File: config.mk
export PLATFORM = sky130hd
export DESIGN_NAME = yarp_decode_q_flat
export DESIGN_NICKNAME = d
export VERILOG_FILES = /design/src/rtl/yarp_decode_q_if.sv /design/src/rtl/yarp_decode_q.sv /design/src/flat_wrapper.sv
export SDC_FILE = /design/constraint.sdc
export NUM_CORES = 1
export LEC_CHECK = 0
export CAP_MARGIN = 20
export CORE_MARGIN = 2
export CORE_UTILIZATION = 45
export CTS_BUF_LIST = sky130_fd_sc_hd__clkbuf_2
export DETAILED_ROUTE_END_ITERATION = 10
export GPL_TIMING_DRIVEN = 0
export PLACE_DENSITY = 0.74
export SLEW_MARGIN = 15
export SYNTH_ARGS = -nofsm -noshare
export SYNTH_HDL_FRONTEND = slang
export SYNTH_SLANG_ARGS = --single-unit
File: constraint.sdc
create_clock -name clk -period 5.25 [get_ports clk]
set_input_delay 1.05 -clock clk [delete_from_list [all_inputs] [get_ports clk]]
set_output_delay 1.05 -clock clk [all_outputs]
set_load 0.02 [all_outputs]
File: src/rtl/yarp_decode_q_if.sv
// rtl/yarp_decode_q_if.sv - fetch/execute handshake bundle for the YARP decode queue
//
// Ports (slave = decode stage view):
//   in  : flush_i, in_valid_i, instr_i[31:0], pc_i[31:0], out_ready_i
//   out : in_ready_o, out_valid_o, pc_o[31:0], rs1_o/rs2_o/rd_o[4:0], op_o[6:0],
//         funct3_o[2:0], funct7_o[6:0], type_o[5:0], imm_o[XLEN-1:0],
//         illegal_o, illegal_cnt_o[15:0]
interface yarp_decode_q_if #(
    parameter int XLEN = 32
);
    logic            flush_i;
    logic            in_valid_i;
    logic            in_ready_o;
    logic [31:0]     instr_i;
    logic [31:0]     pc_i;
    logic            out_valid_o;
    logic            out_ready_i;
    logic [31:0]     pc_o;
    logic [4:0]      rs1_o;
    logic [4:0]      rs2_o;
    logic [4:0]      rd_o;
    logic [6:0]      op_o;
    logic [2:0]      funct3_o;
    logic [6:0]      funct7_o;
    logic [5:0]      type_o;
    logic [XLEN-1:0] imm_o;
    logic            illegal_o;
    logic [15:0]     illegal_cnt_o;

    modport slave (
        input  flush_i, in_valid_i, instr_i, pc_i, out_ready_i,
        output in_ready_o, out_valid_o, pc_o, rs1_o, rs2_o, rd_o, op_o,
               funct3_o, funct7_o, type_o, imm_o, illegal_o, illegal_cnt_o
    );

    modport master (
        output flush_i, in_valid_i, instr_i, pc_i, out_ready_i,
        input  in_ready_o, out_valid_o, pc_o, rs1_o, rs2_o, rd_o, op_o,
               funct3_o, funct7_o, type_o, imm_o, illegal_o, illegal_cnt_o
    );
endinterface

File: src/rtl/yarp_decode_q.sv
// rtl/yarp_decode_q.sv - RV32I decode stage with DEPTH-entry output FIFO
//
// Ports:
//   clk      : clock, all state on rising edge
//   reset_n  : asynchronous active-low reset
//   bus      : yarp_decode_q_if.slave (fetch-side push, execute-side pop,
//              flush, decoded head fields, illegal flag and counter)
// The interface XLEN must match this module's XLEN.
module yarp_decode_q #(
    parameter int XLEN          = 32,
    parameter int DEPTH         = 2,
    parameter int CHECK_ILLEGAL = 1
) (
    input  logic          clk,
    input  logic          reset_n,
    yarp_decode_q_if.slave bus
);
    localparam int        PW   = (DEPTH > 1) ? $clog2(DEPTH) : 1;
    localparam logic [PW:0] FULL = (PW + 1)'(DEPTH);

    typedef struct packed {
        logic [31:0]     pc;
        logic [31:0]     instr;
        logic [5:0]      typ;
        logic [XLEN-1:0] imm;
        logic            illegal;
    } entry_t;

    // ---------------- combinational decode of the incoming word ----------------
    logic [31:0]     ins;
    logic [5:0]      dec_type;
    logic [31:0]     imm32;
    logic [XLEN-1:0] dec_imm;
    logic            dec_illegal;

    assign ins = bus.instr_i;

    // Every recognised opcode ends in 2'b11, so a word with instr[1:0] != 2'b11
    // always lands in the default arm and is flagged there.
    always_comb begin
        dec_type    = 6'b000000;
        imm32       = 32'h0;
        dec_illegal = 1'b0;
        case (ins[6:0])
            7'h33: dec_type = 6'b000001;
            7'h03, 7'h13, 7'h67: begin
                dec_type = 6'b000010;
                imm32    = {{20{ins[31]}}, ins[31:20]};
            end
            7'h23: begin
                dec_type = 6'b000100;
                imm32    = {{20{ins[31]}}, ins[31:25], ins[11:7]};
            end
            7'h63: begin
                dec_type = 6'b001000;
                imm32    = {{19{ins[31]}}, ins[31], ins[7], ins[30:25], ins[11:8], 1'b0};
            end
            7'h37, 7'h17: begin
                dec_type = 6'b010000;
                imm32    = {ins[31:12], 12'h000};
            end
            7'h6F: begin
                dec_type = 6'b100000;
                imm32    = {{11{ins[31]}}, ins[31], ins[19:12], ins[20], ins[30:21], 1'b0};
            end
            default: dec_illegal = (CHECK_ILLEGAL != 0);
        endcase
        // All formats fit in 32 bits sign-extended; widen to XLEN from bit 31.
        dec_imm       = {XLEN{imm32[31]}};
        dec_imm[31:0] = imm32;
    end

    // ---------------- FIFO control ----------------
    logic [PW:0]   count;
    logic [PW-1:0] wr_ptr;
    logic [PW-1:0] rd_ptr;
    logic [15:0]   illegal_cnt;
    logic          in_ready;
    logic          out_valid;
    logic          push;
    logic          pop;

    // in_ready depends only on registered count, so a pop never frees a slot
    // combinationally in the same cycle.
    assign in_ready  = (count != FULL);
    assign out_valid = (count != '0);
    assign push      = bus.in_valid_i && in_ready && !bus.flush_i;
    assign pop       = out_valid && bus.out_ready_i && !bus.flush_i;

    always_ff @(posedge clk or negedge reset_n) begin
        if (!reset_n) begin
            count       <= '0;
            wr_ptr      <= '0;
            rd_ptr      <= '0;
            illegal_cnt <= 16'h0000;
        end else begin
            if (bus.flush_i) begin
                count  <= '0;
                wr_ptr <= '0;
                rd_ptr <= '0;
            end else begin
                if (push) wr_ptr <= wr_ptr + 1'b1;
                if (pop)  rd_ptr <= rd_ptr + 1'b1;
                if (push && !pop)
                    count <= count + 1'b1;
                else if (!push && pop)
                    count <= count - 1'b1;
            end
            // push is already gated by flush, so flushed beats never count.
            if (push && dec_illegal && (illegal_cnt != 16'hFFFF))
                illegal_cnt <= illegal_cnt + 16'h0001;
        end
    end

    // ---------------- storage (unreset, masked on read while empty) ----------------
    entry_t mem [DEPTH];
    entry_t wr_entry;
    entry_t head;

    assign wr_entry = '{pc: bus.pc_i, instr: bus.instr_i, typ: dec_type,
                        imm: dec_imm, illegal: dec_illegal};

    always_ff @(posedge clk) begin
        if (push) mem[wr_ptr] <= wr_entry;
    end

    assign head = out_valid ? mem[rd_ptr] : '0;

    // ---------------- outputs ----------------
    assign bus.in_ready_o    = in_ready;
    assign bus.out_valid_o   = out_valid;
    assign bus.pc_o          = head.pc;
    assign bus.rs1_o         = head.instr[19:15];
    assign bus.rs2_o         = head.instr[24:20];
    assign bus.rd_o          = head.instr[11:7];
    assign bus.op_o          = head.instr[6:0];
    assign bus.funct3_o      = head.instr[14:12];
    assign bus.funct7_o      = head.instr[31:25];
    assign bus.type_o        = head.typ;
    assign bus.imm_o         = head.imm;
    assign bus.illegal_o     = head.illegal;
    assign bus.illegal_cnt_o = illegal_cnt;
endmodule

File: src/flat_wrapper.sv
// flat-port wrapper written by rule: the top's interface ports become plain ports
module yarp_decode_q_flat 
#(
    parameter int XLEN          = 32,
    parameter int DEPTH         = 2,
    parameter int CHECK_ILLEGAL = 1
)
  (clk, reset_n, bus_flush_i, bus_in_valid_i, bus_instr_i, bus_pc_i, bus_out_ready_i, bus_in_ready_o, bus_out_valid_o, bus_pc_o, bus_rs1_o, bus_rs2_o, bus_rd_o, bus_op_o, bus_funct3_o, bus_funct7_o, bus_type_o, bus_imm_o, bus_illegal_o, bus_illegal_cnt_o);
  yarp_decode_q_if #(.XLEN(XLEN)) bus_i ();
  input  logic clk;
  input  logic reset_n;
  input wire logic [$bits(bus_i.flush_i)-1:0] bus_flush_i;
  input wire logic [$bits(bus_i.in_valid_i)-1:0] bus_in_valid_i;
  input wire logic [$bits(bus_i.instr_i)-1:0] bus_instr_i;
  input wire logic [$bits(bus_i.pc_i)-1:0] bus_pc_i;
  input wire logic [$bits(bus_i.out_ready_i)-1:0] bus_out_ready_i;
  output wire logic [$bits(bus_i.in_ready_o)-1:0] bus_in_ready_o;
  output wire logic [$bits(bus_i.out_valid_o)-1:0] bus_out_valid_o;
  output wire logic [$bits(bus_i.pc_o)-1:0] bus_pc_o;
  output wire logic [$bits(bus_i.rs1_o)-1:0] bus_rs1_o;
  output wire logic [$bits(bus_i.rs2_o)-1:0] bus_rs2_o;
  output wire logic [$bits(bus_i.rd_o)-1:0] bus_rd_o;
  output wire logic [$bits(bus_i.op_o)-1:0] bus_op_o;
  output wire logic [$bits(bus_i.funct3_o)-1:0] bus_funct3_o;
  output wire logic [$bits(bus_i.funct7_o)-1:0] bus_funct7_o;
  output wire logic [$bits(bus_i.type_o)-1:0] bus_type_o;
  output wire logic [$bits(bus_i.imm_o)-1:0] bus_imm_o;
  output wire logic [$bits(bus_i.illegal_o)-1:0] bus_illegal_o;
  output wire logic [$bits(bus_i.illegal_cnt_o)-1:0] bus_illegal_cnt_o;
  assign bus_i.flush_i = bus_flush_i;
  assign bus_i.in_valid_i = bus_in_valid_i;
  assign bus_i.instr_i = bus_instr_i;
  assign bus_i.pc_i = bus_pc_i;
  assign bus_i.out_ready_i = bus_out_ready_i;
  assign bus_in_ready_o = bus_i.in_ready_o;
  assign bus_out_valid_o = bus_i.out_valid_o;
  assign bus_pc_o = bus_i.pc_o;
  assign bus_rs1_o = bus_i.rs1_o;
  assign bus_rs2_o = bus_i.rs2_o;
  assign bus_rd_o = bus_i.rd_o;
  assign bus_op_o = bus_i.op_o;
  assign bus_funct3_o = bus_i.funct3_o;
  assign bus_funct7_o = bus_i.funct7_o;
  assign bus_type_o = bus_i.type_o;
  assign bus_imm_o = bus_i.imm_o;
  assign bus_illegal_o = bus_i.illegal_o;
  assign bus_illegal_cnt_o = bus_i.illegal_cnt_o;
  yarp_decode_q #(.XLEN(XLEN), .DEPTH(DEPTH), .CHECK_ILLEGAL(CHECK_ILLEGAL)) u_core (.clk(clk), .reset_n(reset_n), .bus(bus_i));
endmodule
==> results.yml <==
outcome:
  outcome: "finished clean"
placement:
  placed_area_um2: 11690
  gp_congestion: 0.7536
  port_buffers: 189
  dp_hpwl_um: 14440
synthesis:
  synth_top_family_by_area: "multiplexers"
  yosysWarnings: 0
  syn_nets: 681
  synth_top_cell_by_area: "edfxtp_1"
  syn_inst: 611
  synth_top_area_share_pct: 66.75
  synth_compound_area_share_pct: 3.051
  synthXorXnorAreaFrac_pct: 1.323
  ys_seq_elements: 226
  synth-adder-area-share_pct: 0.1350
  yosys.area_share.simple_pct: 10.23
  synthesis.area_um2: 9268
  ys_top_cells_by_area: "edfxtp_1 67%, mux2i_1 11%, dfrtp_1 5.4%, nor2_1 4.8%, a21o_1 1.6%"
  ys_types: 44
  ys_seq_area_share_pct: 72.15
  syn_avg_cell_area_um2: 15.17
  synthMuxAreaShare_pct: 11.64
layout:
  multiInputGateArea_um2: 2460
  drive_gt1_share_pct: 12.89
  regArea_um2: 6686
  fin_nets: 934
  n_fill_cell: 1633
  final_cell_area_um2: 12170
  areaGrowthSynthToFinish_pct: 31.34
clocking:
  htreeDepth: 2
  cts.sinks: 226
  cts.repair.resized: 0
  insertion_delay_ns: 0.80
  path_clk_slew_ns: 0.09
  post_cts_buffers: 0
  cts_root_buf: "clkbuf_2"
  cts_buffer_depth: 3
  numCtsBuffers: 54
  cts_hold_buf: 0
  cts_tree: "yes"
floorplan:
  die_w_um: 147.5
  ios: 190
  dieArea_um2: 21760
  die_h_um: 147.5
  start_util_pct: 45.80
  rows: 52
  core_area_um2: 20230
timing:
  max_slew_margin_pct: 36.29
  fin_crit_sh_pct: 86.65
  fmaxAchievable_ghz: 0.2198
  fin_crit_ns: 4.549
  setup_viol: 0
  worstMarginPinSlew_ns: 0.9526
  drv_slew: 0
  hold_violations: 0
  rsz0062_at_grt: "false"
  clock_skew_ns: 0.05298
flow_run:
  max_cap_violations: 0
power_and_ir_drop:
  leakagePower_nw: 4.422
  p_per_area_nw_per_um2: 320.6
  p_total_mw: 3.902
  vdd_ir_drop_max_mv: 0.1853
min_path:
  hp-class: "register to register"
critical_path:
  critical-path-top-delay-family: "buffers and inverters"
  crit_buf_inv: 3
  cp_cell_sequence: "nor2_1 -> clkbuf_1 -> clkbuf_1 -> nor2_1 -> clkdlybuf4s50_1"
  critical_path_required_ns: 4.20
  critPathKind: "register to output pin"
  cp.arrival_ns: 3.50
  max_stage_delay_ns: 0.63
  critPathLaunchType: "register"
  crit_fanout: 10
  critical-path-slowest-cell: "clkbuf_1"
  endpoint_kind: "output pin"
detailed_routing:
  vias: 5843
  viasPerCell: 4.990
  drt-wirelength-per-cell_um: 17.54
  dr.pass1.iters: 4
  drc: 0
  ant_nets: 0
  drtIter0Drc: 331
  drt_wl_total_um: 20540
global_route:
  grt_pass1_wl_um: 31030
  grt_usage_pct: 18.46
  grt_max_degree: 29
  grt_pass1_vias: 5870
  antenna_found_initial: 1
  grt_overflow: 0
cell families after synthesis:
kind of cell | count (synthesis)
compound gates | 39
simple gates | 191
buf+inv | 33
mux | 107
fa+ha+maj | 1
xor+xnor | 14
flops | 226
worst register-to-register path, cell delays in order, from the launching register on:
cell and delay (ns):
dfrtp_1 0.42, nand2b_1 0.25, nand3b_4 0.17, nor2_4 0.35
buf_16 0.22, buf_12 0.22, buf_12 0.23
area by class of cell:
type	count	share of cell area, %
repair buffers	197	16.98
multi-input cells	352	20.21
diodes	1	0.02056
inverters	4	0.1234
clock inverters	12	0.6682
clock buffers	80	3.289
flip-flops and latches	226	54.93
well taps	270	2.775
plain buffers	29	0.9971
layer usage:
metal | vias to the layer above | GRT usage [%] | part of all wire, %
met5 | - | 0 | 0
met4 | 0 | 5.721 | 1.7
met3 | 31 | 5.772 | 7.3
met2 | 184 | 30.74 | 50
met1 | 2824 | 23.27 | 41
li1 | 2804 | - | -
registers in the layout, indices dropped and copies added (netlist names):
name                      count
u_core.count                  2
u_core.bus.illegal_cnt_o     16
u_core.mem                  206
u_core.wr_ptr                 1
u_core.rd_ptr                 1
cell usage after synthesis, drive strengths merged:
cell type / n
edfxtp: 206
or2b: 1
xnor2: 13
and4: 1
clkbuf: 15
mux2i: 104
a31oi: 4
xor2: 1
mux2: 3
nand4: 4
nand3b: 4
o21ai: 2
o211a: 1
nor3b: 4
nor4: 3
buf: 14
nor2b: 9
and4bb: 1
a21oi: 4
a21o: 21
and2b: 1
and3b: 1
ha: 1
o31ai: 1
nand3: 12
and2: 1
a211oi: 1
inv: 4
nor3: 7
nand2: 10
and3: 9
dfrtp: 20
nor2: 118
a22o: 5
nand2b: 5
power by group:
part	internal, mW	switching, mW	leakage [nW]
Sequential	2.05	0.0439	2.19
Combinational	0.322	0.377	1.86
Clock	0.455	0.651	0.368
Total	2.83	1.07	4.42
layout by cell type, fill, tap and decap left out, types with 4 or more instances in the layout:
master,n
nand2b_1,5
edfxtp_1,206
nor2_1,116
buf_2,10
clkbuf_2,80
a22o_1,5
xnor2_1,13
nor3_1,5
mux2i_1,104
clkdlybuf4s50_1,189
a31oi_1,4
clkinv_1,8
clkbuf_1,15
buf_1,4
nor3b_1,4
buf_12,6
dfrtp_1,20
a21o_1,20
nand2_1,10
nor2b_1,9
inv_1,4
nand3_1,11
nand4_1,4
and3_1,8
a21oi_1,4
metrics by stage:
| stage | setup TNS, ns | util, % | cells | hold WS, ns | worst slack [ns] |
|---|---|---|---|---|---|
| 2_1_floorplan | -177.05 | - | 611 | 0.5695 | -0.8595 |
| 3_3_place_gp | -796.58 | 56.82 | 1070 | 0.4830 | -3.877 |
| 3_5_place_dp | 0 | 57.76 | 1078 | 0.4900 | 1.406 |
| 4_1_cts | 0 | 60.14 | 1170 | 0.5056 | 0.5173 |
| 5_1_grt | 0 | 60.15 | 1171 | 0.5311 | 0.4707 |
| 6_report | 0 | 60.15 | 1171 | 0.5044 | 0.7009 |
path summary, 6_finish.rpt:
check	start	end	slack, ns	cells past startpoint
min in group asynchronous	reset_n	u_core.bus.illegal_cnt_o[3]	0.81	1
setup reg to reg	u_core.count[0]	u_core.mem[0][23]	3.13	6
hold reg to reg	u_core.bus.illegal_cnt_o[11]	u_core.bus.illegal_cnt_o[11]	0.50	1
hold / removal	u_core.bus.illegal_cnt_o[11]	u_core.bus.illegal_cnt_o[11]	0.50	1
max in group asynchronous	reset_n	u_core.bus.illegal_cnt_o[12]	3.83	1
setup / recovery	u_core.count[1]	bus_rd_o[2]	0.70	5
(Power assumes the default switching activity.)
